## src/rtl/phy_defs.sv

```systemverilog
`default_nettype none
// ============================================================================
//  Module      : phy_defs (package)
//  Description : Shared PHY lane definitions used by the transmit-side
//                serializer and the receive-side deserializer. It holds the
//                comma/idle symbol, the receive FSM state encoding and a
//                saturating counter helper.
//  Revision    : 1.0  initial release
// ============================================================================
package phy_defs;

   // Alignment / idle symbol. The transmitter inserts it when it has no data.
   localparam logic [7:0] COMMA = 8'hBC;

   // Serial bits per symbol.
   localparam int unsigned BYTE_BITS = 8;

   // Receive-side alignment state machine encoding.
   typedef enum logic [1:0] {
      HUNT   = 2'd0,
      ALIGN  = 2'd1,
      ACTIVE = 2'd2
   } rx_state_t;

   // 4-bit increment that sticks at 15 instead of wrapping to 0.
   function automatic logic [3:0] sat_inc4(input logic [3:0] value);
      return (value == 4'hF) ? value : value + 4'd1;
   endfunction

endpackage
`default_nettype wire

```

## src/rtl/comma_detect.sv

```systemverilog
`default_nettype none
// ============================================================================
//  Module      : comma_detect
//  Description : Combinational comma recogniser for the receive lane. It
//                compares the shift-register image against the comma symbol
//                and flags the symbol-boundary edge (bit counter at zero).
//  Ports       : i_sr         - registered 8-bit shift register image
//                i_bit_cnt    - edges since the last symbol boundary
//                o_is_comma   - i_sr equals COMMA
//                o_boundary   - current edge is a symbol boundary
//  Revision    : 1.0  initial release
// ============================================================================
module comma_detect #(
   parameter logic [7:0] COMMA = phy_defs::COMMA
) (
   input  logic [7:0] i_sr,
   input  logic [2:0] i_bit_cnt,
   output logic       o_is_comma,
   output logic       o_boundary
);

   assign o_is_comma = (i_sr == COMMA);

   // The counter wraps 7 -> 0, so a zero count marks the edge that follows
   // the last bit of an aligned symbol.
   assign o_boundary = (i_bit_cnt == 3'd0);

endmodule
`default_nettype wire

```

## src/rtl/serial_parallel_rx.sv

```systemverilog
`default_nettype none
// ============================================================================
//  Module      : serial_parallel_rx
//  Description : One-lane receive deserializer. Shifts the serial stream in
//                MSB first, hunts for the comma symbol to find the byte
//                boundary, declares the link active after LOCK_COUNT aligned
//                commas and then delivers one byte every 8 bit clocks.
//                Idle commas are delivered with valid_out low.
//  Parameters  : COMMA       - alignment / idle symbol
//                LOCK_COUNT  - aligned commas needed to go active (2..15)
//  Ports       : clk32f      - serial bit clock (rising edge)
//                reset       - asynchronous active-low reset
//                in          - serial data, MSB first
//                out         - last delivered byte
//                valid_out   - out holds a non-comma byte
//                byte_strobe - one-cycle pulse when out/valid_out update
//                active      - link aligned and active
//  Revision    : 1.0  initial release
// ============================================================================
module serial_parallel_rx #(
   parameter logic [7:0] COMMA      = phy_defs::COMMA,
   parameter int         LOCK_COUNT = 4
) (
   input  logic       clk32f,
   input  logic       reset,
   input  logic       in,
   output logic [7:0] out,
   output logic       valid_out,
   output logic       byte_strobe,
   output logic       active
);

   import phy_defs::*;

   localparam logic [3:0] c_lock_count = 4'(LOCK_COUNT);

   logic [7:0] r_sr;
   logic [2:0] r_bit_cnt;
   logic [3:0] r_comma_cnt;
   rx_state_t  r_state;

   logic       w_is_comma;
   logic       w_boundary;
   logic [3:0] w_comma_next;

   // ------------------------------------------------------------------
   // Serial shift register: runs on every edge regardless of state so the
   // hunt always sees the most recent 8 bits.
   // ------------------------------------------------------------------
   always_ff @(posedge clk32f or negedge reset) begin
      if (!reset) begin
         r_sr <= 8'h00;
      end else begin
         r_sr <= {r_sr[6:0], in};
      end
   end

   comma_detect #(
      .COMMA      (COMMA)
   ) u_comma_detect (
      .i_sr       (r_sr),
      .i_bit_cnt  (r_bit_cnt),
      .o_is_comma (w_is_comma),
      .o_boundary (w_boundary)
   );

   assign w_comma_next = sat_inc4(r_comma_cnt);

   // ------------------------------------------------------------------
   // Alignment FSM with registered outputs. Decisions look at r_sr as it
   // stood before this edge, so a byte whose last bit lands on edge E is
   // acted on at edge E+1.
   // ------------------------------------------------------------------
   always_ff @(posedge clk32f or negedge reset) begin
      if (!reset) begin
         r_state     <= HUNT;
         r_bit_cnt   <= 3'd0;
         r_comma_cnt <= 4'd0;
         out         <= 8'h00;
         valid_out   <= 1'b0;
         byte_strobe <= 1'b0;
         active      <= 1'b0;
      end else begin
         // The bit counter free-runs; it only carries meaning once a comma
         // detection in HUNT has fixed its phase.
         r_bit_cnt   <= r_bit_cnt + 3'd1;
         byte_strobe <= 1'b0;

         case (r_state)
            HUNT: begin
               if (w_is_comma) begin
                  // The comma just seen ended one edge ago, so the next
                  // boundary is 8 edges away: start the count at 1.
                  r_bit_cnt   <= 3'd1;
                  r_comma_cnt <= 4'd1;
                  r_state     <= ALIGN;
               end
            end

            ALIGN: begin
               if (w_boundary) begin
                  if (w_is_comma) begin
                     r_comma_cnt <= w_comma_next;
                     if (w_comma_next == c_lock_count) begin
                        r_state <= ACTIVE;
                        active  <= 1'b1;
                     end
                  end else begin
                     r_comma_cnt <= 4'd0;
                     r_state     <= HUNT;
                  end
               end
            end

            ACTIVE: begin
               // Lock is never dropped here; only reset leaves ACTIVE.
               if (w_boundary) begin
                  out         <= r_sr;
                  valid_out   <= !w_is_comma;
                  byte_strobe <= 1'b1;
               end
            end

            default: begin
               r_state <= HUNT;
               active  <= 1'b0;
            end
         endcase
      end
   end

endmodule
`default_nettype wire
```

## config.mk

```make
export PLATFORM = sky130hd
export DESIGN_NAME = serial_parallel_rx
export DESIGN_NICKNAME = d
export VERILOG_FILES = /design/src/rtl/phy_defs.sv /design/src/rtl/comma_detect.sv /design/src/rtl/serial_parallel_rx.sv
export SDC_FILE = /design/constraint.sdc
export NUM_CORES = 1
export LEC_CHECK = 0
export ABC_CLOCK_PERIOD_IN_PS = 3250
export CAP_MARGIN = 40
export CORE_UTILIZATION = 48
export CTS_BUF_LIST = sky130_fd_sc_hd__clkbuf_4 sky130_fd_sc_hd__clkbuf_8 sky130_fd_sc_hd__clkbuf_16
export DETAILED_ROUTE_END_ITERATION = 8
export GPL_TIMING_DRIVEN = 0
export HOLD_SLACK_MARGIN = 0.15
export PLACE_DENSITY = 0.78
export SLEW_MARGIN = 25
export SYNTH_ARGS = -nofsm -noshare
export SYNTH_HDL_FRONTEND = slang
export SYNTH_SLANG_ARGS = --single-unit
export TNS_END_PERCENT = 1
```

## constraint.sdc

```tcl
create_clock -name clk32f -period 3.25 [get_ports clk32f]
set_clock_uncertainty 0.2 [all_clocks]
set_input_delay 0.325 -clock clk32f [delete_from_list [all_inputs] [get_ports clk32f]]
set_output_delay 0.325 -clock clk32f [all_outputs]
set_load 0.02 [all_outputs]
```

==> results of run 1 <==
stage by stage:
step / area, um^2 / hold WS, ps / util
after detailed placement: 1358 / 161.8 / 0.5965
after floorplan: 1197 / -170.6 / -
after global routing: 1404 / 235.7 / 0.6168
final: 1404 / 203.8 / 0.6168
after global placement: 1363 / 174.9 / 0.5987
after CTS: 1404 / 206.6 / 0.6168
report_power, final:
part	internal [mW]	switching, mW	total, mW	leakage, nW
sequential	0.371	0.0196	0.391	0.363
combinational	0.0328	0.0340	0.0668	0.245
clock	0.0684	0.0935	0.162	0.0210
total	0.472	0.147	0.619	0.629
synthesized netlist by cell type, types with 2 or more instances:
cell type	instances	area [um^2]
nor2_1	5	18.77
nand2b_1	2	12.51
buf_2	2	10.01
xnor2_1	2	17.52
dfrtp_1	28	700.7
inv_1	5	18.77
ha_1	3	37.54
a21oi_1	8	40.04
nand2_1	6	22.52
o32a_1	2	20.02
nor3b_1	2	15.01
mux2_2	8	90.09
o21ai_1	2	10.01
critical path: stages (launching register included):
cell	delay [ps]
dfrtp_1	460
ha_1	260
nor3b_1	210
a31oi_1	90
or4_4	510
a22oi_2	150
state kept, by name, indices dropped and copies added (netlist names):
name and flops:
byte_strobe 1, out 8, r_sr 8, r_comma_cnt 4
active 1, r_bit_cnt 3, valid_out 1, r_state 2
worst max-delay path by stage:
stage | startpoint | endpoint | cells past startpoint
CTS | r_comma_cnt[0]$_DFFE_PN0P_ | active$_DFFE_PN0P_ | 5
finish | r_comma_cnt[0]$_DFFE_PN0P_ | active$_DFFE_PN0P_ | 5
floorplan | r_comma_cnt[0]$_DFFE_PN0P_ | active$_DFFE_PN0P_ | 5
global placement | reset | r_state[0]$_DFFE_PN0P_ | 1
global route | r_comma_cnt[0]$_DFFE_PN0P_ | active$_DFFE_PN0P_ | 5
detailed placement | r_bit_cnt[0]$_DFF_PN0_ | out[1]$_DFFE_PN0P_ | 6
cells by family after synthesis:
family | share of synthesized area
AO/OA/AOI/OAI | 0.09823
XOR/XNOR | 0.01463
adder cells (fa/ha/maj) | 0.03135
buffers and inverters | 0.02717
flip-flops | 0.5852
multiplexers | 0.07524
AND/OR/NAND/NOR | 0.1682
layer usage:
| layer | wire length (um) | share of wire | GRT usage |
|---|---|---|---|
| met1 | 957 | 0.48 | 0.2495 |
| met2 | 917 | 0.46 | 0.2735 |
| met3 | 86 | 0.044 | 0.01754 |
| met4 | 14 | 0.0071 | 0.07207 |
| met5 | 0 | 0 | 0 |
layout make-up:
cell class / instances / share of cell area
multi-input cells: 62 / 0.3307
inverters: 5 / 0.01337
plain buffers: 3 / 0.009804
flip-flops and latches: 28 / 0.4991
well taps: 28 / 0.02496
repair buffers: 14 / 0.09626
clock buffers: 4 / 0.02585
repair_timing:
action                    in CTS  in global routing
hold buffers                   1                  0
resized for setup              0                  0
hold endpoints to repair      28                  0
==> flow_metrics.py, run 1 <==
metrics = {
    "timing": {
        "layout_min_cycle_time_ps": 1948,
        "fmax_mhz": 513.3,
        "final.setup.tns_ps": 0,
        "finalHoldViolations": 0,
        "max-slew-margin-rel": 0.5992,
        "rsz0062_at_grt": "no",
        "finalWorstSetupSlack_ps": 1302,
        "slew_violations": 0,
        "setup-violations-final": 0,
        "post-route-period-util": 0.5994,
        "tightest_slew_ps": 601.2,
    },
    "cells_and_area": {
        "syn_to_final_growth_pct": 17.24,
        "final_cell_mix": "28 x dfrtp_1, 12 x clkdlybuf4s50_1, 8 x a21oi_1, 8 x mux2_2, 6 x nand2_1",
        "n_fill_cell": 171,
        "multi_input_area_um2": 464.2,
        "nets": 123,
        "drive_gt1_frac": 0.1897,
        "register_area_um2": 700.7,
        "diodes": 0,
        "final_common_cell": "dfrtp_1",
        "fin_cells": 144,
    },
    "clocking": {
        "cts_max_path_buffers": 2,
        "postCtsSetupRepairBufs": 0,
        "cts_tree": "done",
        "htreeDepth": 1,
        "cts_root_buffer": "clkbuf_4",
        "cts_made_buffers": 3,
        "clk_pin_slew_ps": 140,
        "clk_latency_ps": 310,
        "clock_sinks": 28,
    },
    "global_routing": {
        "grt_use_total": 0.1752,
        "grt_pass1_wl_um": 3401,
        "grt_max_degree": 29,
        "antenna_found_initial": 0,
        "globalRouteOverflowTotal": 0,
        "first_global_vias": 771,
    },
    "setup_path": {
        "crit_type": "flip-flop to flip-flop",
        "r2r_setup_slack_ps": 1300,
        "cp.required_ps": 3300,
        "r2r-end": "active$_DFFE_PN0P_",
        "cp-end-kind": "flip-flop",
        "cp_max_fo": 6,
        "reg2regPathDepth": 5,
        "worstPathArrival_ps": 2000,
        "cp-start-kind": "flip-flop",
        "r2r_start": "r_comma_cnt[0]$_DFFE_PN0P_",
    },
    "yosys": {
        "postSynthAreaPerCell_um2": 12.22,
        "synth_flop_cell": "dfrtp_1",
        "seq_area_frac_synth": 0.5852,
        "syn_inst": 98,
        "async_flop_share": 1.000,
        "synth_area_um2": 1197,
        "synth_nets": 104,
        "ys_ff_latch": 28,
        "synth_edf_count": 0,
        "yosysWarnings": 0,
        "ys_types": 36,
    },
    "floorplanning": {
        "die_area_um2": 2698,
        "row_count": 17,
        "die_y_um": 51.95,
        "pin_count": 14,
        "initial_utilization": 0.5261,
        "die_x_um": 51.95,
        "coreArea_um2": 2276,
    },
    "place": {
        "place_inst": 139,
        "gp_congestion": 0.9227,
        "hpwlAfterDp_um": 1401,
        "io_buffers": 13,
        "place_ws_ps": 1336,
    },
    "route": {
        "drtIter0Drc": 13,
        "via_count": 789,
        "routed_wl_um": 1975,
        "firstDrtPassIters": 4,
        "via_per_inst": 5.479,
        "routedWlPerCell_um": 13.72,
        "drc": 0,
        "antenna_left": 0,
    },
    "power_and_ir_drop": {
        "powerDensity_nw_per_um2": 441.1,
        "total_power_mw": 0.6193,
        "ir_worst_vdd_v": 0.0003811,
        "p_leak_nw": 0.6287,
    },
    "outcome": {
        "outcome": "finished, final reports clean",
    },
    "hold_path": {
        "hold_start": "r_sr[6]$_DFF_PN0_",
        "hold_end": "r_sr[7]$_DFF_PN0_",
        "worst_hold_path_type": "flip-flop to flip-flop",
        "holdPathStages": 0,
    },
    "job": {
        "cap_violations": 0,
    },
}
Note: power is estimated with default switching activity, not from simulation.
==> run 2: changes to the inputs <==
Settings changed: ABC_CLOCK_PERIOD_IN_PS 3250 to 1800.
Clock period 3.25 ns to 1.8 ns, I/O delays scaled along.
==> run 2 against run 1 <==
The run now ends with negative setup slack left. Worst setup slack lost 1300 ps. Sequential power is 83% higher. Non-clock buffer count rose by 9. Utilization rose by 6.9 points. Cell count is 6.3% higher. Register-to-register slack got worse by 1300 ps. Highest routed layer unchanged.
==> flow_metrics.py, run 2 (synthesized netlist as in run 1, its figures left out) <==
metrics = {
    "setup_path": {
        "cp_top_family": "simple AND/OR/NAND/NOR gates",
        "cp-end-kind": "flip-flop",
        "cp_max_fo": 2,
        "worstPathCellList": "ha_4, nand3b_1, or4_4, o21ai_2",
        "critical-path-slowest-cell": "or4_4",
        "cpPeakStageDelay_ps": 570,
        "cp-start-kind": "flip-flop",
        "r2r_start": "r_comma_cnt[0]$_DFFE_PN0P_",
        "path_buf_inv": 0,
        "reg2regPathDepth": 4,
        "cp.required_ps": 1860,
        "worstPathArrival_ps": 1880,
        "crit_type": "flip-flop to flip-flop",
        "r2r-end": "r_state[1]$_DFFE_PN0P_",
        "r2r_setup_slack_ps": -20,
    },
    "place": {
        "gp_congestion": 0.9227,
        "hpwlAfterDp_um": 1401,
        "io_buffers": 13,
    },
    "clocking": {
        "cts_tree": "done",
        "clock_sinks": 28,
        "cts_root_buffer": "clkbuf_4",
        "cts_max_path_buffers": 2,
        "htreeDepth": 1,
        "cts_made_buffers": 3,
        "clk_latency_ps": 320,
        "clk_pin_slew_ps": 140,
    },
    "route": {
        "wl_met1_um": 1081,
        "drc": 0,
        "routed_wl_um": 2368,
        "via_count": 834,
        "routedWlPerCell_um": 15.48,
        "wl_met3_um": 103,
        "dr_wl_met2_um": 1169,
        "firstDrtPassIters": 4,
        "via_per_inst": 5.451,
        "antenna_left": 0,
        "drtIter0Drc": 18,
        "top_layer_used": "met4",
    },
    "floorplanning": {
        "row_count": 17,
        "die_area_um2": 2698,
        "die_y_um": 51.95,
        "initial_utilization": 0.5261,
        "coreArea_um2": 2276,
        "die_x_um": 51.95,
        "pin_count": 14,
    },
    "power_and_ir_drop": {
        "powerDensity_nw_per_um2": 753.5,
        "seqPwrFrac": 0.607,
        "switchingPower_mw": 0.2999,
        "total_power_mw": 1.176,
        "power_frac_comb": 0.140,
        "ir_worst_vdd_v": 0.0007032,
        "clkPwrFrac": 0.253,
        "p_leak_nw": 0.6798,
        "internal_power_mw": 0.8757,
        "power_switching_share": 0.2551,
    },
    "timing": {
        "final.setup.tns_ps": -36.69,
        "setup-violations-final": 2,
        "finalWorstSetupSlack_ps": -22.23,
        "post-route-period-util": 1.012,
        "max-slew-margin-rel": 0.5965,
        "slew_violations": 0,
        "tightest_slew_ps": 605.3,
        "rsz0062_at_grt": "yes",
        "layout_min_cycle_time_ps": 1822,
        "finalHoldViolations": 0,
        "fmax_mhz": 548.8,
    },
    "outcome": {
        "outcome": "finished with violations",
        "violations": "negative setup slack",
    },
    "cells_and_area": {
        "utilization": 0.6855,
        "nets": 132,
        "final_cell_mix": "28 x dfrtp_1, 12 x clkdlybuf4s50_1, 8 x a21oi_1, 8 x mux2_2, 8 x buf_4",
        "final_common_cell": "dfrtp_1",
        "syn_to_final_growth_pct": 30.30,
        "drive_gt1_frac": 0.3520,
        "diodes": 0,
        "top_regs": "out x8, r_sr x8, r_comma_cnt x4",
    },
    "global_routing": {
        "first_global_vias": 815,
        "globalRouteOverflowTotal": 0,
        "antenna_found_initial": 0,
        "grt_use_total": 0.1865,
        "grt_pass1_wl_um": 3670,
        "grt_max_degree": 29,
    },
    "hold_path": {
        "worst_hold_path_type": "input port to async pin",
    },
    "job": {
        "cap_violations": 0,
    },
}
run 2: cell count changes in the layout (fill, tap and decap cells not counted), moves of 2 or more:
cell | before | now
inv_1 | 5 | 3
ha_4 | 0 | 2
ha_1 | 3 | 1
buf_4 | 0 | 8
nor3b_1 | 2 | 0
inv_2 | 0 | 2
run 2: cell type report:
class                   count  area [um^2]
inverters                   5        18.77
fillers                   159        715.7
flip-flops and latches     28        700.7
multi-input cells          62        543.0
repair buffers             23        205.2
well taps                  28        35.03
clock buffers               4        36.28
plain buffers               3        21.27
run 2: worst register-to-register path, stage by stage, from the launching register on:
cell and delay [ps]:
dfrtp_1 450, ha_4 250, nand3b_1 170, or4_4 570, o21ai_2 140
run 2: worst max path at each step:
stage / from / slack, ps / end / depth (start not counted)
floorplan: r_comma_cnt[0]$_DFFE_PN0P_ / 60 / active$_DFFE_PN0P_ / 5
global placement: r_bit_cnt[0]$_DFF_PN0_ / -80 / out[5]$_DFFE_PN0P_ / 6
detailed placement: r_bit_cnt[0]$_DFF_PN0_ / -110 / out[1]$_DFFE_PN0P_ / 6
CTS: r_bit_cnt[0]$_DFF_PN0_ / -50 / out[1]$_DFFE_PN0P_ / 6
global route: r_bit_cnt[0]$_DFF_PN0_ / -100 / r_comma_cnt[2]$_DFFE_PN0P_ / 6
finish: r_comma_cnt[0]$_DFFE_PN0P_ / -20 / r_state[1]$_DFFE_PN0P_ / 4
run 2: power groups by stage:
stage	sequential (mW)	combinational [mW]	clock, mW
finish	0.714	0.164	0.298
global route	0.720	0.189	0.322
CTS	0.704	0.136	0.300
detailed placement	0.717	0.119	0
global placement	0.715	0.113	0
floorplan	0.708	0.0873	0
run 2: timing repair:
action | CTS | global route
hold endpoints to repair | 29 | 0
resized for setup | 5 | 16
setup endpoints to repair | 12 | 13
buffers inserted | 2 | 6
pin swaps | 0 | 5
hold buffers | 2 | 0
run 2: layer usage:
layer,vias to the layer above,track usage
li1,402,-
met1,407,0.2612
met2,23,0.3013
met3,2,0.01754
met4,0,0.06757
met5,-,0
run 2: stage by stage:
stage | hold WS [ps] | setup WS (ps) | cell area [um^2] | instances
CTS | 205.9 | -45.09 | 1446 | 147
detailed placement | 16.75 | -114.0 | 1358 | 139
global placement | 174.9 | -84.73 | 1363 | 139
finish | 191.9 | -22.23 | 1560 | 153
global route | 237.0 | -100.9 | 1560 | 153
floorplan | -315.6 | 58.33 | 1197 | 98
